### src/rtl/sfp_link_pkg.sv
// sfp_link_pkg
//   Shared definitions for the SFP link controller:
//   - link_state_e : FSM state encoding, also driven out on o_state
//   - Def*         : default timing constants for a 40 MHz clock
//   - max3         : helper used to size the shared state-duration counter
package sfp_link_pkg;

    typedef enum logic [2:0] {
        StOff     = 3'd0,
        StInit    = 3'd1,
        StRun     = 3'd2,
        StFault   = 3'd3,
        StLockout = 3'd4
    } link_state_e;

    localparam int unsigned DefInitCyc   = 12000000; // 300 ms
    localparam int unsigned DefResetCyc  = 800;      // 20 us
    localparam int unsigned DefStableCyc = 40000;    // 1 ms
    localparam int unsigned DefMaxRetry  = 3;
    localparam int unsigned DefMaxOnCyc  = 8000;     // 200 us
    localparam int unsigned DefMinOffCyc = 400;      // 10 us

    function automatic int unsigned max3(int unsigned a, int unsigned b, int unsigned c);
        int unsigned m;
        m = (a > b) ? a : b;
        return (m > c) ? m : c;
    endfunction

endpackage

### src/rtl/sfp_link_ctrl_if.sv
// sfp_link_ctrl_if
//   Board-side signal bundle of the SFP link controller.
//   Inputs : i_enable, i_fault_clr, i_sfp_tx_flt, i_sfp_loss_sig, i_pls_req
//   Outputs: o_pls_gated, o_sfp_tx_dis_n, o_drv_en, o_link_ok, o_rx_ok,
//            o_fault_latched, o_retry_cnt[1:0], o_state[2:0]
//   slave  : controller side, master : board / bench side.
interface sfp_link_ctrl_if;

    logic       i_enable;
    logic       i_fault_clr;
    logic       i_sfp_tx_flt;
    logic       i_sfp_loss_sig;
    logic       i_pls_req;
    logic       o_pls_gated;
    logic       o_sfp_tx_dis_n;
    logic       o_drv_en;
    logic       o_link_ok;
    logic       o_rx_ok;
    logic       o_fault_latched;
    logic [1:0] o_retry_cnt;
    logic [2:0] o_state;

    modport master (
        output i_enable, i_fault_clr, i_sfp_tx_flt, i_sfp_loss_sig, i_pls_req,
        input  o_pls_gated, o_sfp_tx_dis_n, o_drv_en, o_link_ok, o_rx_ok,
               o_fault_latched, o_retry_cnt, o_state
    );

    modport slave (
        input  i_enable, i_fault_clr, i_sfp_tx_flt, i_sfp_loss_sig, i_pls_req,
        output o_pls_gated, o_sfp_tx_dis_n, o_drv_en, o_link_ok, o_rx_ok,
               o_fault_latched, o_retry_cnt, o_state
    );

endinterface

### src/rtl/pls_limiter.sv
// pls_limiter
//   Pulse gate between the synchronized interrupter request and the serial
//   transmitter. A pulse starts on a request rising edge seen while running,
//   is cut after MAX_ON_CYC cycles, and is followed by at least MIN_OFF_CYC
//   low cycles.
//   i_clk       : system clock
//   i_res_n     : synchronous active-low reset
//   i_req_s     : synchronized request
//   i_run_en    : link is (about to be) in RUN, aligned with the state register
//   o_pls_gated : registered gated pulse
module pls_limiter #(
    parameter int unsigned MAX_ON_CYC  = 8000,
    parameter int unsigned MIN_OFF_CYC = 400
) (
    input  logic i_clk,
    input  logic i_res_n,
    input  logic i_req_s,
    input  logic i_run_en,
    output logic o_pls_gated
);

    localparam int unsigned OnW  = $clog2(MAX_ON_CYC + 1);
    localparam int unsigned OffW = $clog2(MIN_OFF_CYC + 1);
    localparam logic [OnW-1:0]  OnMax   = OnW'(MAX_ON_CYC);
    // Load value gives MIN_OFF_CYC low cycles including the one where the count hits zero.
    localparam logic [OffW-1:0] OffLoad = OffW'(MIN_OFF_CYC - 1);

    logic            gated_q, gated_d;
    logic            arm_q, arm_d;
    logic [OnW-1:0]  on_cnt_q, on_cnt_d;
    logic [OffW-1:0] off_rem_q, off_rem_d;

    always_comb begin
        gated_d   = gated_q;
        on_cnt_d  = on_cnt_q;
        off_rem_d = (off_rem_q != '0) ? off_rem_q - OffW'(1) : off_rem_q;
        arm_d     = arm_q;

        // Armed only by a low request seen while running, so a request already
        // high at RUN entry (or still high after truncation) cannot start a pulse.
        if (!i_run_en) begin
            arm_d = 1'b0;
        end else if (!i_req_s) begin
            arm_d = 1'b1;
        end

        if (gated_q) begin
            if (i_run_en && i_req_s && (on_cnt_q != OnMax)) begin
                on_cnt_d = on_cnt_q + OnW'(1);
            end else begin
                gated_d   = 1'b0;
                on_cnt_d  = '0;
                off_rem_d = OffLoad;
            end
        end else if (i_run_en && i_req_s && arm_q && (off_rem_q == '0)) begin
            gated_d  = 1'b1;
            on_cnt_d = OnW'(1);
            arm_d    = 1'b0;
        end
    end

    always_ff @(posedge i_clk) begin
        if (!i_res_n) begin
            gated_q   <= 1'b0;
            arm_q     <= 1'b0;
            on_cnt_q  <= '0;
            off_rem_q <= '0;
        end else begin
            gated_q   <= gated_d;
            arm_q     <= arm_d;
            on_cnt_q  <= on_cnt_d;
            off_rem_q <= off_rem_d;
        end
    end

    assign o_pls_gated = gated_q;

endmodule

### src/rtl/sfp_link_ctrl.sv
// sfp_link_ctrl
//   SFP transmit sequencer and safety gate: TX_DISABLE release, init wait,
//   TX_FAULT retry with a TX_DISABLE reset pulse, lockout after repeated
//   faults, and the interrupter pulse gate (pls_limiter).
//   i_clk   : 40 MHz system clock
//   i_res_n : synchronous active-low reset
//   bus     : sfp_link_ctrl_if.slave, board inputs and registered outputs
module sfp_link_ctrl
    import sfp_link_pkg::*;
#(
    parameter int unsigned T_INIT_CYC   = DefInitCyc,
    parameter int unsigned T_RESET_CYC  = DefResetCyc,
    parameter int unsigned T_STABLE_CYC = DefStableCyc,
    parameter int unsigned MAX_RETRY    = DefMaxRetry,
    parameter int unsigned MAX_ON_CYC   = DefMaxOnCyc,
    parameter int unsigned MIN_OFF_CYC  = DefMinOffCyc
) (
    input logic              i_clk,
    input logic              i_res_n,
    sfp_link_ctrl_if.slave   bus
);

    // One counter times every state; it restarts at each state change and saturates.
    localparam int unsigned CntTop = max3(T_INIT_CYC, T_RESET_CYC, T_STABLE_CYC) - 1;
    localparam int unsigned CntW   = $clog2(CntTop + 2);
    localparam logic [CntW-1:0] InitLast   = CntW'(T_INIT_CYC - 1);
    localparam logic [CntW-1:0] ResetLast  = CntW'(T_RESET_CYC - 1);
    localparam logic [CntW-1:0] StableLast = CntW'(T_STABLE_CYC - 1);
    localparam logic [CntW-1:0] CntMax     = CntW'(CntTop);
    localparam logic [1:0]      MaxRetry   = 2'(MAX_RETRY);

    link_state_e     state_q, state_d;
    logic [CntW-1:0] cnt_q, cnt_d;
    logic [1:0]      retry_q, retry_d, retry_inc;

    logic flt_meta_q, flt_s_q;
    logic req_meta_q, req_s_q;
    logic loss_meta_q, rx_ok_q;
    logic tx_dis_n_q, drv_en_q, link_ok_q, latched_q;
    logic run_en;
    logic pls_gated;

    always_ff @(posedge i_clk) begin
        if (!i_res_n) begin
            flt_meta_q <= 1'b0;
            flt_s_q    <= 1'b0;
            req_meta_q <= 1'b0;
            req_s_q    <= 1'b0;
        end else begin
            flt_meta_q <= bus.i_sfp_tx_flt;
            flt_s_q    <= flt_meta_q;
            req_meta_q <= bus.i_pls_req;
            req_s_q    <= req_meta_q;
        end
    end

    // LOS status keeps tracking through reset; the second stage holds ~LOS directly.
    always_ff @(posedge i_clk) begin
        loss_meta_q <= bus.i_sfp_loss_sig;
        rx_ok_q     <= ~loss_meta_q;
    end

    assign retry_inc = (retry_q < MaxRetry) ? retry_q + 2'd1 : retry_q;

    always_comb begin
        state_d = state_q;
        retry_d = retry_q;

        unique case (state_q)
            StOff: begin
                if (bus.i_enable) state_d = StInit;
            end
            StInit: begin
                if (!bus.i_enable) begin
                    state_d = StOff;
                    retry_d = '0;
                end else if (cnt_q == InitLast) begin
                    if (flt_s_q) begin
                        state_d = StFault;
                        retry_d = retry_inc;
                    end else begin
                        state_d = StRun;
                    end
                end
            end
            StRun: begin
                if (!bus.i_enable) begin
                    state_d = StOff;
                    retry_d = '0;
                end else if (flt_s_q) begin
                    state_d = StFault;
                    retry_d = retry_inc;
                end else if (cnt_q >= StableLast) begin
                    retry_d = '0;
                end
            end
            StFault: begin
                if (!bus.i_enable) begin
                    state_d = StOff;
                    retry_d = '0;
                end else if (cnt_q == ResetLast) begin
                    state_d = (retry_q == MaxRetry) ? StLockout : StInit;
                end
            end
            StLockout: begin
                if (bus.i_fault_clr) begin
                    state_d = StOff;
                    retry_d = '0;
                end
            end
            default: begin
                state_d = StOff;
                retry_d = '0;
            end
        endcase

        if (state_d != state_q) begin
            cnt_d = '0;
        end else if (cnt_q != CntMax) begin
            cnt_d = cnt_q + CntW'(1);
        end else begin
            cnt_d = cnt_q;
        end
    end

    // Outputs decode the next state so they change on the same edge as state_q.
    always_ff @(posedge i_clk) begin
        if (!i_res_n) begin
            state_q    <= StOff;
            cnt_q      <= '0;
            retry_q    <= '0;
            tx_dis_n_q <= 1'b0;
            drv_en_q   <= 1'b0;
            link_ok_q  <= 1'b0;
            latched_q  <= 1'b0;
        end else begin
            state_q    <= state_d;
            cnt_q      <= cnt_d;
            retry_q    <= retry_d;
            tx_dis_n_q <= (state_d == StInit) || (state_d == StRun);
            drv_en_q   <= (state_d == StRun);
            link_ok_q  <= (state_d == StRun);
            latched_q  <= (state_d == StLockout);
        end
    end

    assign run_en = (state_d == StRun);

    pls_limiter #(
        .MAX_ON_CYC  (MAX_ON_CYC),
        .MIN_OFF_CYC (MIN_OFF_CYC)
    ) u_pls_limiter (
        .i_clk       (i_clk),
        .i_res_n     (i_res_n),
        .i_req_s     (req_s_q),
        .i_run_en    (run_en),
        .o_pls_gated (pls_gated)
    );

    assign bus.o_pls_gated     = pls_gated;
    assign bus.o_sfp_tx_dis_n  = tx_dis_n_q;
    assign bus.o_drv_en        = drv_en_q;
    assign bus.o_link_ok       = link_ok_q;
    assign bus.o_rx_ok         = rx_ok_q;
    assign bus.o_fault_latched = latched_q;
    assign bus.o_retry_cnt     = retry_q;
    assign bus.o_state         = state_q;

endmodule
### src/flat_wrapper.sv
// flat-port wrapper written by rule: the top's interface ports become plain ports
module sfp_link_ctrl_flat import sfp_link_pkg::*;
#(
    parameter int unsigned T_INIT_CYC   = DefInitCyc,
    parameter int unsigned T_RESET_CYC  = DefResetCyc,
    parameter int unsigned T_STABLE_CYC = DefStableCyc,
    parameter int unsigned MAX_RETRY    = DefMaxRetry,
    parameter int unsigned MAX_ON_CYC   = DefMaxOnCyc,
    parameter int unsigned MIN_OFF_CYC  = DefMinOffCyc
)
  (i_clk, i_res_n, bus_i_enable, bus_i_fault_clr, bus_i_sfp_tx_flt, bus_i_sfp_loss_sig, bus_i_pls_req, bus_o_pls_gated, bus_o_sfp_tx_dis_n, bus_o_drv_en, bus_o_link_ok, bus_o_rx_ok, bus_o_fault_latched, bus_o_retry_cnt, bus_o_state);
  sfp_link_ctrl_if bus_i ();
  input logic i_clk;
  input logic i_res_n;
  input wire logic [$bits(bus_i.i_enable)-1:0] bus_i_enable;
  input wire logic [$bits(bus_i.i_fault_clr)-1:0] bus_i_fault_clr;
  input wire logic [$bits(bus_i.i_sfp_tx_flt)-1:0] bus_i_sfp_tx_flt;
  input wire logic [$bits(bus_i.i_sfp_loss_sig)-1:0] bus_i_sfp_loss_sig;
  input wire logic [$bits(bus_i.i_pls_req)-1:0] bus_i_pls_req;
  output wire logic [$bits(bus_i.o_pls_gated)-1:0] bus_o_pls_gated;
  output wire logic [$bits(bus_i.o_sfp_tx_dis_n)-1:0] bus_o_sfp_tx_dis_n;
  output wire logic [$bits(bus_i.o_drv_en)-1:0] bus_o_drv_en;
  output wire logic [$bits(bus_i.o_link_ok)-1:0] bus_o_link_ok;
  output wire logic [$bits(bus_i.o_rx_ok)-1:0] bus_o_rx_ok;
  output wire logic [$bits(bus_i.o_fault_latched)-1:0] bus_o_fault_latched;
  output wire logic [$bits(bus_i.o_retry_cnt)-1:0] bus_o_retry_cnt;
  output wire logic [$bits(bus_i.o_state)-1:0] bus_o_state;
  assign bus_i.i_enable = bus_i_enable;
  assign bus_i.i_fault_clr = bus_i_fault_clr;
  assign bus_i.i_sfp_tx_flt = bus_i_sfp_tx_flt;
  assign bus_i.i_sfp_loss_sig = bus_i_sfp_loss_sig;
  assign bus_i.i_pls_req = bus_i_pls_req;
  assign bus_o_pls_gated = bus_i.o_pls_gated;
  assign bus_o_sfp_tx_dis_n = bus_i.o_sfp_tx_dis_n;
  assign bus_o_drv_en = bus_i.o_drv_en;
  assign bus_o_link_ok = bus_i.o_link_ok;
  assign bus_o_rx_ok = bus_i.o_rx_ok;
  assign bus_o_fault_latched = bus_i.o_fault_latched;
  assign bus_o_retry_cnt = bus_i.o_retry_cnt;
  assign bus_o_state = bus_i.o_state;
  sfp_link_ctrl #(.T_INIT_CYC(T_INIT_CYC), .T_RESET_CYC(T_RESET_CYC), .T_STABLE_CYC(T_STABLE_CYC), .MAX_RETRY(MAX_RETRY), .MAX_ON_CYC(MAX_ON_CYC), .MIN_OFF_CYC(MIN_OFF_CYC)) u_core (.i_clk(i_clk), .i_res_n(i_res_n), .bus(bus_i));
endmodule
### config.mk
export PLATFORM = sky130hd
export DESIGN_NAME = sfp_link_ctrl_flat
export DESIGN_NICKNAME = d
export VERILOG_FILES = /design/src/rtl/sfp_link_pkg.sv /design/src/rtl/sfp_link_ctrl_if.sv /design/src/rtl/pls_limiter.sv /design/src/rtl/sfp_link_ctrl.sv /design/src/flat_wrapper.sv
export SDC_FILE = /design/constraint.sdc
export NUM_CORES = 1
export LEC_CHECK = 0
export ABC_AREA = 1
export BUFFER_PORTS_ARGS = -buffer_cell sky130_fd_sc_hd__buf_2
export CAP_MARGIN = 30
export CORE_MARGIN = 8
export CORE_UTILIZATION = 30
export DETAILED_ROUTE_END_ITERATION = 12
export SYNTH_ARGS = -nofsm -noshare
export SYNTH_HDL_FRONTEND = slang
export SYNTH_SLANG_ARGS = --single-unit
### constraint.sdc
create_clock -name i_clk -period 2.9 [get_ports i_clk]
set_input_delay 0.58 -clock i_clk [delete_from_list [all_inputs] [get_ports i_clk]]
set_output_delay 0.58 -clock i_clk [all_outputs]
set_load 0.02 [all_outputs]
==> results of run 1 <==
cells by family after synthesis:
group | Yosys count
simple gates | 240
buf+inv | 95
flops | 62
compound gates | 48
xor+xnor | 31
fa+ha+maj | 4
mux | 1
cell usage after synthesis:
cell       n  share of area
nor3b_1    1         0.0022
nor2_4     1         0.0033
xnor2_1    9          0.023
buf_4      1         0.0022
a22oi_1    1         0.0022
xor2_1    22          0.057
nand4_1   20          0.037
nand2_4    1         0.0033
or2_2      1         0.0018
nor4_1     2         0.0037
o21ai_0   11          0.016
clkbuf_1   4         0.0044
mux2i_1    1         0.0029
nor3_1    32          0.047
nor4b_1    1         0.0026
o22ai_1    1         0.0018
o21bai_1   1         0.0022
buf_2      7          0.010
nor3_2     3         0.0088
nand2_1   73          0.081
inv_1     71          0.078
nor4_4     1         0.0063
dfxtp_1   62           0.37
buf_6      2         0.0066
nor2_1    51          0.056
nand3_4    1         0.0052
o211ai_2   1         0.0037
a211oi_1   2         0.0044
a21oi_2    3         0.0077
inv_2      9         0.0099
buf_1      1         0.0011
ha_1       4          0.015
nor2_2     4         0.0074
nand3b_1   1         0.0022
nand3_2    3         0.0088
a21oi_1   27          0.040
a31oi_1    1         0.0018
nand2_2    6          0.011
nand3_1   38          0.056
worst min-delay path by stage:
stage                                          start                         end  cells past startpoint
after floorplan           u_core.loss_meta_q$_DFF_P_  u_core.bus.o_rx_ok$_DFF_P_                      1
after global placement    u_core.loss_meta_q$_DFF_P_  u_core.bus.o_rx_ok$_DFF_P_                      1
after detailed placement  u_core.loss_meta_q$_DFF_P_  u_core.bus.o_rx_ok$_DFF_P_                      1
after CTS                         bus_i_sfp_loss_sig  u_core.loss_meta_q$_DFF_P_                      1
after global routing              bus_i_sfp_loss_sig  u_core.loss_meta_q$_DFF_P_                      1
final                             bus_i_sfp_loss_sig  u_core.loss_meta_q$_DFF_P_                      1
metal layers:
metal / wire (um) / vias to the layer above / global-route usage
met5: 0 / - / 0
li1: - / 1579 / -
met1: 3790 / 1419 / 0.1367
met2: 3412 / 52 / 0.1647
met4: 138 / 0 / 0.04874
met3: 410 / 8 / 0.03542
sequential cells by signal (all words and copies together), names as in the netlist, 2 cells and up:
name and count:
u_core.cnt_q 24, u_core.bus.o_retry_cnt 2, u_core.u_pls_limiter.off_rem_q 9, u_core.bus.o_state 3, u_core.u_pls_limiter.on_cnt_q 13
power by group through the flow:
stage          registers, mW  clock network [mW]  logic [mW]
2_1_floorplan          0.959                   0       0.300
3_3_place_gp           0.960                   0       0.360
3_5_place_dp           0.961                   0       0.371
4_1_cts                0.943                1.19       0.374
5_1_grt                0.952                1.23       0.422
6_report               0.943                1.16       0.371
critical path, cell delays in order (launching register included):
cell     delay, ns
dfxtp_1       0.37
ha_1          0.19
nand2_1       0.08
inv_1         0.11
nand2_1       0.06
nor2_1        0.09
nand4_1       0.12
a21oi_2       0.24
nand3_2       0.13
nor2_4        0.32
nand2_2       0.29
nand3_1       0.14
a21oi_1       0.08
final cells by class:
type | instances | area share
multi-input cells | 324 | 0.4522
flip-flops and latches | 62 | 0.3170
inverters | 80 | 0.07670
clock buffers | 10 | 0.06104
well taps | 143 | 0.04570
repair buffers | 19 | 0.02557
clock inverters | 6 | 0.02173
==> out/metrics.csv, run 1 <==
metric;value;unit
status;finished, final reports clean;
finish.utilization;0.3488;
swShare;0.2634;
vias;3058;
dp_hpwl;5.523;mm
track_usage;0.1082;
rsz0062_at_grt;false;
post_dp_cell_area;3591;um2
cts_max_path_buffers;2;
p_per_area;633.0;nW/um2
syn_to_final_growth;15.29;%
seq_area;1241;um2
synth_xor_area_frac;0.07996;
yosys.area_share.simple;0.3438;
grt_pass1_vias;2826;
worstHoldPathType;in -> reg;
worstReg2RegStart;u_core.cnt_q[0]$_SDFFE_PP0N_;
final.min_clock_period;2.366;ns
numPlacedInstances;628;
finClkSkew;0.005938;ns
grt_start_max_net_pins;25;
post-cts-setup-buffers;0;
htreeDepth;3;
worst_r2r_path_depth;12;
period_share;0.8159;
routedWlPerCell;12.04;um
ir_drop;0.2522;mV
setup_violations;0;
cp.required;3.08;ns
fin_nets;507;
start_kind;register;
total_power;2.478;mW
final_cell_mix;nand2_1 (73), inv_1 (71), dfxtp_1 (62);
tritoncts;yes;
ant_nets;0;
crit_fanout;15;
p_seq_frac;0.380;
core_area;11220;um2
via_per_inst;4.748;
place_congestion;0.8498;
synth_area;3396;um2
drive_above_1_share;0.1377;
max_slew_margin;0.5249;
final-hold-violation-count;0;
synthMuxAreaShare;0.002948;
reg2reg_to;u_core.u_pls_limiter.on_cnt_q[3]$_SDFFE_PN0P_;
die-area;14980;um2
cts.sinks;62;
die_y;122.4;um
tns;0;ns
final_cells;644;
endpoint;u_core.u_pls_limiter.on_cnt_q[3]$_SDFFE_PN0P_;
fillers;1209;
whs;0.3495;ns
wl;7.752;mm
overflow;0;
place_ws;0.4099;ns
power.internal;1.825;mW
die_w;122.4;um
mostFrequentLayoutCell;nand2_1;
worst_slack;0.5338;ns
cp.arrival;2.55;ns
clk_pin_slew;0.06;ns
io_pins;18;
stdcell_area;3915;um2
cts_resized;0;
synthDistinctLibCells;39;
multiInputGateArea;1770;um2
p_leak;1.592;nW
drv_cap;0;
tightest_slew;0.7118;ns
antenna_found_initial;0;
finalMaxSlewViolations;0;
startpoint;u_core.cnt_q[0]$_SDFFE_PP0N_;
initial_utilization;0.3026;
end_kind;register;
clock_power_share;0.470;
drc_errors;0;
cts_root_buf;clkbuf_16;
grt_pass1_wl;13.04;mm
fmax;0.4226;GHz
ys_seq_area_frac;0.3655;
synth_top_family_by_area;simple AND/OR/NAND/NOR gates;
pwr-share-comb;0.150;
synth_seq_cells;62;
synth_compound_area_frac;0.07996;
p_sw;0.6527;mW
netlist_instances;481;
regToRegSetupSlack;0.53;ns
critPathKind;reg -> reg;
syn-num-nets;492;
numPortBuffers;17;
ys_warn_count;0;
antennaDiodeCount;0;
synthAdderAreaFrac;0.01474;
fp-row-count;39;
clk-insertion-delay-late;0.33;ns
syn_avg_cell_area;7.060;um2
ctsHoldBuffers;0;
cts_buffers;9;
dr.pass1.iters;4;
drt_iter0_drc;379;
No activity file was read; power rests on OpenSTA's default activity.
==> run 2: changes to the inputs <==
--- a/config.mk
+++ b/config.mk
@@ -5,7 +5,7 @@
 export SDC_FILE = /design/constraint.sdc
 export NUM_CORES = 1
 export LEC_CHECK = 0
-export ABC_AREA = 1
+export ABC_AREA = 0
 export BUFFER_PORTS_ARGS = -buffer_cell sky130_fd_sc_hd__buf_2
 export CAP_MARGIN = 30
 export CORE_MARGIN = 8
==> constraint.sdc (replaced) <==
create_clock -name i_clk -period 1.9 [get_ports i_clk]
set_input_delay 0.38 -clock i_clk [delete_from_list [all_inputs] [get_ports i_clk]]
set_output_delay 0.38 -clock i_clk [all_outputs]
set_load 0.02 [all_outputs]
==> run 2 against run 1 <==
  * The flow now finishes with violations (setup timing)
  * Global-route usage rose by 2.1 points
  * Register-to-register slack lost 0.87 ns
  * Flip-flop and latch count unchanged
  * First-iteration DRC count fell by 52%
  * Combinational power is 120% higher
  * Non-clock buffer count is 105 higher
  * Critical path depth fell by 5
  * Fmax is 5.9% higher
  * Critical path type unchanged
  * Highest routed layer unchanged
==> out/metrics.csv, run 2 <==
metric;value;unit
synth_area;3094;um2
tightest_slew;0.3877;ns
p_per_area;749.1;nW/um2
cts_max_path_buffers;2;
cp.required;2.15;ns
mostFrequentLayoutCell;buf_4;
start_kind;register;
top_regs;u_core.cnt_q x24, u_core.u_pls_limiter.on_cnt_q x13, u_core.u_pls_limiter.off_rem_q x9;
largest_reg_flops;24;
cts.sinks;62;
grt_pass1_vias;3214;
rsz0062_at_grt;true;
synth-edff-count;0;
overflow;0;
drt_iter0_drc;181;
synth_seq_cells;62;
status;finished with violations;
end_kind;register;
via_per_inst;4.883;
regMostFlops;u_core.cnt_q;
cts_root_buf;clkbuf_8;
dr.pass1.iters;4;
vias;3057;
async_flop_share;0;
post_dp_cell_area;4115;um2
stdcell_area;4626;um2
critPathKind;reg -> reg;
fp-row-count;37;
drv_cap;0;
place_congestion;0.8421;
die_w;117.6;um
cp.arrival;2.48;ns
drc_errors;0;
finClkSkew;0.01159;ns
wl;8.725;mm
track_usage;0.1295;
die-area;13820;um2
ant_nets;0;
worst_slack;-0.3342;ns
ir_drop;0.6199;mV
max_slew_margin;0.7348;
die_y;117.6;um
grt_pass1_wl;14.66;mm
clk_pin_slew;0.07;ns
setup_violations;48;
cts_buffers;9;
numPortBuffers;17;
final_cell_mix;buf_4 (97), dfxtp_1 (56), nor2_1 (39);
synth_top_cell_by_area;dfxtp_1;
synth.most_common_cell;dfxtp_1;
io_pins;18;
htreeDepth;3;
synth_ff_type;dfxtp_1;
syn_to_final_growth;49.49;%
total_power;3.465;mW
drive_above_1_share;0.4020;
violations;setup timing;
tritoncts;yes;
fmax;0.4476;GHz
p_leak;1.841;nW
netlist_instances;363;
finalMaxSlewViolations;0;
period_share;1.176;
antenna_found_initial;0;
final.min_clock_period;2.234;ns
synth.area.top_cells;dfxtp_1 (40%), nor2_1 (5.0%), xor2_1 (4.2%);
ys_warn_count;0;
worstHoldPathType;in -> reg;
fin_nets;497;
routedWlPerCell;13.94;um
final-hold-violation-count;0;
clk-insertion-delay-late;0.36;ns
dp_hpwl;6.121;mm
core_area;10180;um2
syn_avg_cell_area;8.524;um2
synthDistinctLibCells;58;
syn-num-nets;374;
grt_start_max_net_pins;25;
initial_utilization;0.3038;
antennaDiodeCount;0;
yosysTopAreaCellShare;0.4011;
ys_seq_area_frac;0.4011;
crit_fanout;24;
synthTopCellsByCount;dfxtp_1 (62), nor2_1 (41), nand2_1 (30);
## run 2: changes by cell type after synthesis, sizes merged, moves of 6 or more
| cell | delta |
|---|---|
| and3 | +11 |
| nand2 | -49 |
| and4 | +6 |
| buf | -7 |
| inv | -70 |
| nor4 | +9 |
| nor2 | -15 |
| o21ai | +6 |
| a21oi | -8 |
| and2 | +6 |
| nor3 | -24 |
| xor2 | -7 |
| nand3 | -24 |
## run 2: metal layers
layer	up-vias	track usage	routed length [um]	part of all wire
met4	0	0.04804	117	0.013
met1	1431	0.1415	3795	0.43
met3	13	0.04652	322	0.037
met5	-	0	0	0
li1	1568	-	-	-
met2	45	0.2254	4489	0.51
## run 2: what timing repair did
item,4_1_cts,5_1_grt
gates resized for setup,28,26
hold buffers,0,0
gates cloned,1,0
setup endpoints to repair,51,54
pin swaps,12,13
setup buffers,4,1
## run 2: worst paths after layout
check                                startpoint                       endpoint  slack (ns)  cells after the start
setup / recovery  u_core.cnt_q[13]$_SDFFE_PP0N_  u_core.cnt_q[10]$_SDFFE_PP0N_       -0.33                      7
hold / removal               bus_i_sfp_loss_sig     u_core.loss_meta_q$_DFF_P_        0.11                      1
setup reg to reg  u_core.cnt_q[13]$_SDFFE_PP0N_  u_core.cnt_q[10]$_SDFFE_PP0N_       -0.33                      7
hold reg to reg      u_core.loss_meta_q$_DFF_P_     u_core.bus.o_rx_ok$_DFF_P_        0.36                      1
## run 2: cell families (layout without fill, tap and decap cells)
kind of cell             Yosys count  after routing  share of synthesized area
AND/OR/NAND/NOR                  175            175                     0.3098
buffers and inverters             24            150                    0.03356
adder cells (fa/ha/maj)            4              4                    0.01618
multiplexers                       2              2                   0.006470
flip-flops                        62             62                     0.4011
AO/OA/AOI/OAI                     68             69                     0.1537
XOR/XNOR                          28             28                    0.07926
## run 2: worst max-delay path, cell delays in order, from the launching register on
cell and delay (ns):
dfxtp_1 0.34, or4_4 0.56, nor4_4 0.39, a32o_2 0.31, a211oi_2 0.08, a31oi_2 0.19, buf_12 0.20, nor2_1 0.06
## run 2: cell type report
type	count	area [um2]
Inverter	11	41.29
Clock buffer	12	165.2
Clock inverter	3	42.54
Multi-Input combinational cell	278	2023
Timing Repair Buffer	124	934.6
Sequential cell	62	1249
Tap cell	136	170.2
Fill cell	991	5559
## run 2: power by group
| part | total, mW | switching (mW) | internal (mW) |
|---|---|---|---|
| sequential | 1.42 | 0.0383 | 1.38 |
| clock | 1.24 | 0.534 | 0.703 |
| combinational | 0.812 | 0.381 | 0.431 |
| total | 3.47 | 0.953 | 2.51 |
## run 2: per-stage QoR
step	setup TNS, ns	worst slack [ns]	std cells	utilization	hold WS, ns
after floorplan	-12.29	-0.3276	363	-	0.3379
after global placement	-12.34	-0.3530	605	0.4041	0.3384
after detailed placement	-12.69	-0.3828	605	0.4041	0.3435
after CTS	-12.50	-0.2994	625	0.4412	0.09120
after global routing	-18.98	-0.4285	626	0.4542	0.09205
final	-13.87	-0.3342	626	0.4542	0.1097
